--- src/rtl/fetch_pkg.sv ---
// Shared types and default sizing for the slow-ROM instruction prefetch controller.
package fetch_pkg;

  typedef enum logic {
    IDLE   = 1'b0,
    ACCESS = 1'b1
  } fetch_state_e;

  localparam int unsigned AW_DEFAULT       = 8;
  localparam int unsigned DW_DEFAULT       = 8;
  localparam int unsigned ROM_WAIT_DEFAULT = 3;
  localparam int unsigned FIFO_DEPTH       = 2;
  // Wait counter must hold ROM_WAIT up to 7; FIFO count must hold 0..FIFO_DEPTH.
  localparam int unsigned WAIT_W           = 3;
  localparam int unsigned CNT_W            = 2;

endpackage

--- src/rtl/fetch_fifo.sv ---
// Two-entry {instr, pc} prefetch FIFO; entry 0 is always the head so outputs come straight from flops.
module fetch_fifo
  import fetch_pkg::*;
#(
  parameter int unsigned AW = AW_DEFAULT,
  parameter int unsigned DW = DW_DEFAULT
) (
  input  logic             clk,
  input  logic             reset,
  input  logic             flush,
  input  logic             push,
  input  logic             pop,
  input  logic [DW-1:0]    push_data,
  input  logic [AW-1:0]    push_pc,
  output logic [DW-1:0]    head_data,
  output logic [AW-1:0]    head_pc,
  output logic             valid,
  output logic [CNT_W-1:0] count
);

  logic [DW-1:0]    data0, data1, data0_nxt, data1_nxt;
  logic [AW-1:0]    pc0, pc1, pc0_nxt, pc1_nxt;
  logic [CNT_W-1:0] cnt_nxt;

  // Shift-style update: a pop moves entry 1 into the head slot.
  always_comb begin
    data0_nxt = data0;
    data1_nxt = data1;
    pc0_nxt   = pc0;
    pc1_nxt   = pc1;
    cnt_nxt   = count;
    if (flush) begin
      data0_nxt = '0;
      data1_nxt = '0;
      pc0_nxt   = '0;
      pc1_nxt   = '0;
      cnt_nxt   = '0;
    end else begin
      case ({push, pop})
        2'b10: begin
          if (count == CNT_W'(0)) begin
            data0_nxt = push_data;
            pc0_nxt   = push_pc;
          end else begin
            data1_nxt = push_data;
            pc1_nxt   = push_pc;
          end
          cnt_nxt = count + CNT_W'(1);
        end
        2'b01: begin
          data0_nxt = data1;
          pc0_nxt   = pc1;
          cnt_nxt   = count - CNT_W'(1);
        end
        2'b11: begin
          if (count == CNT_W'(1)) begin
            data0_nxt = push_data;
            pc0_nxt   = push_pc;
          end else begin
            data0_nxt = data1;
            pc0_nxt   = pc1;
            data1_nxt = push_data;
            pc1_nxt   = push_pc;
          end
        end
        default: ;
      endcase
    end
  end

  always_ff @(posedge clk) begin
    if (reset) begin
      data0 <= '0;
      data1 <= '0;
      pc0   <= '0;
      pc1   <= '0;
      count <= '0;
      valid <= 1'b0;
    end else begin
      data0 <= data0_nxt;
      data1 <= data1_nxt;
      pc0   <= pc0_nxt;
      pc1   <= pc1_nxt;
      count <= cnt_nxt;
      valid <= (cnt_nxt != CNT_W'(0));
    end
  end

  assign head_data = data0;
  assign head_pc   = pc0;

endmodule

--- src/rtl/rom_fetch_ctrl.sv ---
// Instruction fetch controller for a multi-cycle ROM: sequential prefetch into a 2-deep FIFO with redirect.
module rom_fetch_ctrl
  import fetch_pkg::*;
#(
  parameter int unsigned ROM_WAIT = ROM_WAIT_DEFAULT,
  parameter int unsigned AW       = AW_DEFAULT,
  parameter int unsigned DW       = DW_DEFAULT
) (
  input  logic          clk,
  input  logic          reset,
  input  logic          redirect,
  input  logic [AW-1:0] redirect_addr,
  input  logic          instr_ready,
  output logic [DW-1:0] instr,
  output logic [AW-1:0] instr_pc,
  output logic          instr_valid,
  output logic          rom_en,
  output logic [AW-1:0] rom_addr,
  input  logic [DW-1:0] rom_data
);

  fetch_state_e      state, state_nxt;
  logic [WAIT_W-1:0] wait_cnt, wait_nxt;
  logic [AW-1:0]     fetch_pc, pc_nxt;
  logic [CNT_W-1:0]  fifo_cnt;
  logic [CNT_W:0]    cnt_after;
  logic              pop, push;

  assign pop       = instr_valid && instr_ready;
  assign cnt_after = (CNT_W+1)'(fifo_cnt) + (CNT_W+1)'(1) - (CNT_W+1)'(pop);

  // Next-state: redirect restarts an access at the target regardless of state.
  always_comb begin
    state_nxt = state;
    wait_nxt  = wait_cnt;
    pc_nxt    = fetch_pc;
    push      = 1'b0;
    if (redirect) begin
      state_nxt = ACCESS;
      wait_nxt  = WAIT_W'(1);
      pc_nxt    = redirect_addr;
    end else begin
      case (state)
        IDLE: begin
          if ((fifo_cnt < CNT_W'(FIFO_DEPTH)) || pop) begin
            state_nxt = ACCESS;
            wait_nxt  = WAIT_W'(1);
          end
        end
        ACCESS: begin
          if (wait_cnt == WAIT_W'(ROM_WAIT)) begin
            push   = 1'b1;
            pc_nxt = fetch_pc + AW'(1);
            if (cnt_after == (CNT_W+1)'(FIFO_DEPTH)) begin
              state_nxt = IDLE;
              wait_nxt  = '0;
            end else begin
              wait_nxt = WAIT_W'(1);
            end
          end else begin
            wait_nxt = wait_cnt + WAIT_W'(1);
          end
        end
        default: begin
          state_nxt = IDLE;
          wait_nxt  = '0;
        end
      endcase
    end
  end

  always_ff @(posedge clk) begin
    if (reset) begin
      state    <= IDLE;
      wait_cnt <= '0;
      fetch_pc <= '0;
      rom_en   <= 1'b0;
    end else begin
      state    <= state_nxt;
      wait_cnt <= wait_nxt;
      fetch_pc <= pc_nxt;
      rom_en   <= (state_nxt == ACCESS);
    end
  end

  assign rom_addr = fetch_pc;

  fetch_fifo #(
    .AW (AW),
    .DW (DW)
  ) u_fifo (
    .clk       (clk),
    .reset     (reset),
    .flush     (redirect),
    .push      (push),
    .pop       (pop && !redirect),
    .push_data (rom_data),
    .push_pc   (fetch_pc),
    .head_data (instr),
    .head_pc   (instr_pc),
    .valid     (instr_valid),
    .count     (fifo_cnt)
  );

endmodule

--- config.mk ---
export PLATFORM = sky130hd
export DESIGN_NAME = rom_fetch_ctrl
export DESIGN_NICKNAME = d
export VERILOG_FILES = /design/src/rtl/fetch_pkg.sv /design/src/rtl/fetch_fifo.sv /design/src/rtl/rom_fetch_ctrl.sv
export SDC_FILE = /design/constraint.sdc
export NUM_CORES = 1
export LEC_CHECK = 0
export CAP_MARGIN = 20
export CORE_UTILIZATION = 54
export DETAILED_ROUTE_END_ITERATION = 8
export DONT_BUFFER_PORTS = 1
export GPL_TIMING_DRIVEN = 0
export MAX_ROUTING_LAYER = met4
export PLACE_DENSITY = 0.73
export SLEW_MARGIN = 20
export SYNTH_ARGS = -nofsm -noshare
export SYNTH_HDL_FRONTEND = slang
export SYNTH_SLANG_ARGS = --single-unit
--- constraint.sdc ---
create_clock -name clk -period 2.75 [get_ports clk]
set_clock_uncertainty 0.2 [all_clocks]
set_input_delay 0.1375 -clock clk [delete_from_list [all_inputs] [get_ports clk]]
set_output_delay 0.1375 -clock clk [all_outputs]
set_load 0.02 [all_outputs]
# Word level (Yosys, flattened, before mapping)
# Index checks and enable logic that the tools add are counted.
# W data, S select, Z words.
# op_classes
n_addsub	6
order_cmp	1
eq_ne	11
n_mux	30
bitwise	1
reduce_logical	14
# ops
cell	count
$mux W8	11
$pmux W8 S3	2
$pmux W8 S2	2
$mux W1	9
$add A8 B1 Y8 const B	1
$reduce_bool A2 Y1	4
$eq A3 B2 Y1 const B	2
$mux W3	2
$ne A2 B2 Y1 const B	3
$pmux W3 S2	1
$eq A2 B1 Y1 const B	2
$eq A2 B2 Y1 const B	2
$pmux W2 S2	1
$reduce_and A2 Y1	2
$add A2 B1 Y3 const B	1
$add A3 B1 Y3 const B	1
$ne A3 B3 Y1 const B	1
$reduce_and A3 Y1	1
$reduce_bool A3 Y1	1
$sub A3 B1 Y3	1
$add A2 B1 Y2 const B	1
$logic_and A1 B1 Y1	2
$logic_not A2 Y1	1
$lt A2 B2 Y1 const B	1
other kinds (8)	8
# totals
reg_bits	47
in_bits	20
out_inout_bits	26
wordCells	73

# Longest topological paths before layout
# depth
ltp_word	8
ltp_mapped	9
mapped_depth_nobuf	8

# Cells and area by module
# A second synthesis with hierarchy kept.
# hier_totals
hier_cells	239
hier_area_um2	2270.9
# modules_own_cells
mod	instances	cells_per_inst	area_per_inst_um2	seq_area_each_um2
fetch_fifo	1	157	1561.5	700.7
rom_fetch_ctrl	1	82	709.4	240.2

# Least setup slack after synthesis
# OpenSTA, ideal clock, no wires.
# synth_timing
kind	reg-to-reg
from	register u_fifo.valid
to	register wait_cnt[0]
setup_time_ps	128
t_arrival_ps	1964
required_ps	2422
path_slack_ps	458
path_stages_with_launch	8
path_buffers	0
synth_period_minus_slack_ps	2292
cell_sequence	dfxtp_1 -> nand2_1 -> ha_1 -> ha_1 -> or3b_2 -> a2bb2oi_1 -> a221oi_1 -> nor2_1
# synth_between
elab_chain_cells	7
word_cells_on_any_way	9
cone_classes	add/sub: 1; eq/ne: 2; mux: 4; reduce/logical: 2
# synth_lines
element	line	text
start: declaration	fetch_fifo.sv:17	output logic valid,
start signal: assignment	fetch_fifo.sv:85	valid <= (cnt_nxt != CNT_W'(0));
$logic_and A1 B1 Y1 (*)	rom_fetch_ctrl.sv:29	assign pop = instr_valid && instr_ready;
$sub A3 B1 Y3	rom_fetch_ctrl.sv:30	assign cnt_after = (CNT_W+1)'(fifo_cnt) + (CNT_W+1)'(1) - (CNT_W+1)'(pop);
$eq A3 B2 Y1	rom_fetch_ctrl.sv:54	if (cnt_after == (CNT_W+1)'(FIFO_DEPTH)) begin
$mux W1	rom_fetch_ctrl.sv:54	
$mux W3	rom_fetch_ctrl.sv:51	if (wait_cnt == WAIT_W'(ROM_WAIT)) begin
$pmux W3 S2	rom_fetch_ctrl.sv:43	case (state)
$mux W1	rom_fetch_ctrl.sv:38	if (redirect) begin
end signal: assignment	rom_fetch_ctrl.sv:80	wait_cnt <= wait_nxt;
end: declaration	rom_fetch_ctrl.sv:23	logic [WAIT_W-1:0] wait_cnt, wait_nxt;
# Mark *: on every way between the ends. The rest lies on a longest branch, timed or not.
# A chain may end at the register's enable or synchronous reset.

# Worst setup path in the final report
# layout_timing
from	register state
to	register u_fifo.pc0[2], in the netlist u_fifo.head_pc[2]
# layout_between
elab_chain_cells	5
word_cells_on_any_way	9
cone_classes	eq/ne: 4; mux: 3; reduce/logical: 2
# layout_lines
element	line	text
start: declaration	rom_fetch_ctrl.sv:22	fetch_state_e state, state_nxt;
start signal: assignment	rom_fetch_ctrl.sv:79	state <= state_nxt;
$mux W1 (*)	rom_fetch_ctrl.sv:43	
$mux W1 (*)	rom_fetch_ctrl.sv:38	
$eq A2 B2 Y1 or $eq A2 B1 Y1 (tied branches)	fetch_fifo.sv:39	case ({push, pop})
$ne A2 B1 Y1 (no source line) or $reduce_bool A3 Y1 (tied branches)	--	
$reduce_and A2 Y1 (no source line)	--	
end signal: assignment	fetch_fifo.sv:82	pc0 <= pc0_nxt;
end: declaration	fetch_fifo.sv:22	logic [AW-1:0] pc0, pc1, pc0_nxt, pc1_nxt;
# Marks and branches as above.

==> impl_metrics.json <==
{
  "yosys.area_share.adder_pct": 4.64,
  "ys_seq_area_share_pct": 43.6,
  "synth-async-reset-ratio_pct": 0,
  "status": "finished, final reports clean",
  "synth_xor_area_share_pct": 2.44,
  "core_area_um2": 3740,
  "cp_num_buf_inv": 2,
  "fillCellCount": 312,
  "worst_skew_pair.late_latency_ns": 0.30,
  "rsz0062_at_grt": "false",
  "cap_violations": 0,
  "layoutNonFillerInstCount": 288,
  "grt_overflow": 0,
  "die_area_um2": 4250,
  "cts_setup_buffers": 0,
  "yosys.area_share.simple_pct": 14.2,
  "dp_hpwl_um": 3140,
  "max_stage_delay_ns": 0.46,
  "clock-sinks": 47,
  "startpoint_type": "flop",
  "die_h_um": 65.2,
  "met2WireLength_um": 2160,
  "arrival_ns": 2.56,
  "drt_first_pass_iters": 4,
  "grt_first_pass_wirelength_um": 7780,
  "cp_top_family": "simple AND/OR/NAND/NOR gates",
  "clkTransAtPathRegs_ns": 0.09,
  "regArea_um2": 941,
  "synth_top_area_share_pct": 43.6,
  "crit_start": "state$_SDFF_PP0_",
  "yosysWarnings": 0,
  "report.final.slew_viol_count": 0,
  "dieWidth_um": 65.2,
  "num_vias": 1671,
  "io_buffer_count": 0,
  "place_inst": 264,
  "avgSynthCellArea_um2": 9.98,
  "synth_nets": 244,
  "cts_buffer_depth": 2,
  "antenna_found_initial": 0,
  "cts-root-buf": "clkbuf_8",
  "multi_input_area_um2": 1120,
  "slew_headroom_pct": 50.8,
  "viasPerCell": 5.80,
  "std_cell_rows": 22,
  "fin_crit_sh_pct": 91.2,
  "cp_cell_sequence": "buf_2, and4bb_2, ha_1, nor2_1, nor3b_2, clkbuf_2, a22o_1",
  "start_util_pct": 57.6,
  "top_layer": "met4",
  "gp_congestion": 0.792,
  "wl_um": 4550,
  "synth_compound_area_share_pct": 21.1,
  "drive_gt1_share_pct": 9.58,
  "grt_max_degree": 15,
  "numCtsBuffers": 5,
  "remaining_drc_errors": 0,
  "grt_use_total_pct": 24.5,
  "path_class": "flop to flop",
  "hold_viol": 0,
  "synth_edf_count": 0,
  "p_leak_uw": 0.000953,
  "n_antenna_cell": 0,
  "setup_violations": 0,
  "holdPathStages": 2,
  "synthCells": 216,
  "worstRegToRegCells": 7,
  "cts_tree": "built",
  "syn_area_um2": 2160,
  "vdd.ir_drop.worst_mv": 0.302,
  "drtIter0Drc": 56,
  "ant_nets": 0,
  "final_nets": 267,
  "finalCriticalPeriod_ns": 2.51,
  "slowest_stage": "dfxtp_1",
  "synthFlopType": "dfxtp_1",
  "worstReg2RegStart": "state$_SDFF_PP0_",
  "synth.area.top_cells": "dfxtp_1, a22o_1, mux2i_1, nor2_1, ha_1",
  "layout_commonest_cell": "dfxtp_1",
  "cp_max_fo": 10,
  "yosysUniqueCellTypes": 42,
  "most-common-layout-cells": "dfxtp_1, a22o_1, nor2_1, mux2i_1, dlygate4sd3_1",
  "ys_seq_elements": 47,
  "grt_pass1_vias": 1705,
  "synth_top_family_by_area": "compound AO/OA/AOI/OAI gates",
  "fmax_ghz": 0.399,
  "wl_met3_um": 228,
  "worst_pin_slew_ns": 0.738,
  "worstPathRequired_ns": 2.80,
  "yosysTopAreaCell": "dfxtp_1",
  "path_depth": 7,
  "hold_class": "input port to flop",
  "wl_met1_um": 2110,
  "wl_per_cell_um": 15.8,
  "htree_levels": 2,
  "muxShareOfSynthArea_pct": 9.34,
  "worstSetupEndpointType": "flop",
  "syn_to_final_growth_pct": 15.3,
  "post-route-util_pct": 66.4,
  "hp-start": "reset",
  "power_density_nw_per_um2": 510,
  "top_level_ports": 46,
  "setup_tns_ns": 0
}
==> worst reg2reg max path, stage by stage, from the launching register on <==
cell and delay (ns):
dfxtp_1 0.46, buf_2 0.28, and4bb_2 0.30, ha_1 0.23, nor2_1 0.08, nor3b_2 0.44, clkbuf_2 0.30, a22o_1 0.17
==> path summary, 6_finish.rpt <==
path / end / slack, ns
worst max-delay path: u_fifo.head_pc[2]$_SDFFE_PP0P_ / 0.24
worst min-delay path: rom_addr[1]$_SDFFE_PP0P_ / 0.01
worst max register to register: u_fifo.head_pc[2]$_SDFFE_PP0P_ / 0.24
worst min register to register: u_fifo.data1[5]$_SDFFE_PP0P_ / 0.31
==> metal layers <==
layer / up-vias / track usage [%]
met1: 793 / 27.5
met5: - / -
met2: 45 / 41.8
met4: 0 / 10.6
met3: 5 / 5.56
li1: 828 / -
==> stage by stage <==
stage	hold WS (ns)	power [µW]	cell area (µm²)	worst slack (ns)
2_1_floorplan	0.0821	780	2160	0.458
3_3_place_gp	0.0888	794	2220	0.260
3_5_place_dp	0.0890	797	2220	0.157
4_1_cts	0.00738	1270	2480	0.130
5_1_grt	0.0435	1320	2480	0.0293
6_report	0.0108	1270	2480	0.242
==> area by class of cell <==
cell class / instances / area share, %
repair buffers: 16 / 6.45
clock inverters: 1 / 0.302
flip-flops and latches: 47 / 37.9
plain buffers: 12 / 2.37
multi-input cells: 145 / 44.9
well taps: 48 / 2.42
inverters: 12 / 1.81
clock buffers: 7 / 3.88
==> sequential cells by signal (all words and copies together) (netlist names) <==
name	cells
state	1
u_fifo.pc1	8
rom_addr	8
u_fifo.valid	1
u_fifo.count	2
u_fifo.head_data	8
u_fifo.data1	8
wait_cnt	3
u_fifo.head_pc	8
==> cells in the mapped netlist, types with 3 or more instances <==
library cell / n
inv_1: 11
nor2_1: 28
mux2i_1: 19
buf_2: 3
dfxtp_1: 47
a21oi_1: 8
ha_1: 8
nand2_1: 5
a22o_1: 32
nand3_1: 4
xnor2_1: 4
o21a_1: 5
clkbuf_1: 7
==> where the power goes <==
group	switching, µW	internal, µW
clock network	237	229
logic	40.6	44.3
registers	27.1	690
==> repair_timing <==
action | CTS | global route
gates resized for setup | 0 | 5
setup endpoints to repair | 0 | 10
hold endpoints to repair | 24 | 0
hold buffers | 16 | 0
==> cells by family (layout without fill, tap and decap cells) <==
kind of cell | count (synthesis) | after routing
adder cells (fa/ha/maj) | 8 | 8
buffers and inverters | 24 | 48
AND/OR/NAND/NOR | 56 | 56
AO/OA/AOI/OAI | 55 | 55
XOR/XNOR | 6 | 6
multiplexers | 20 | 20
flip-flops | 47 | 47
Note: power is estimated with default switching activity, not from simulation.
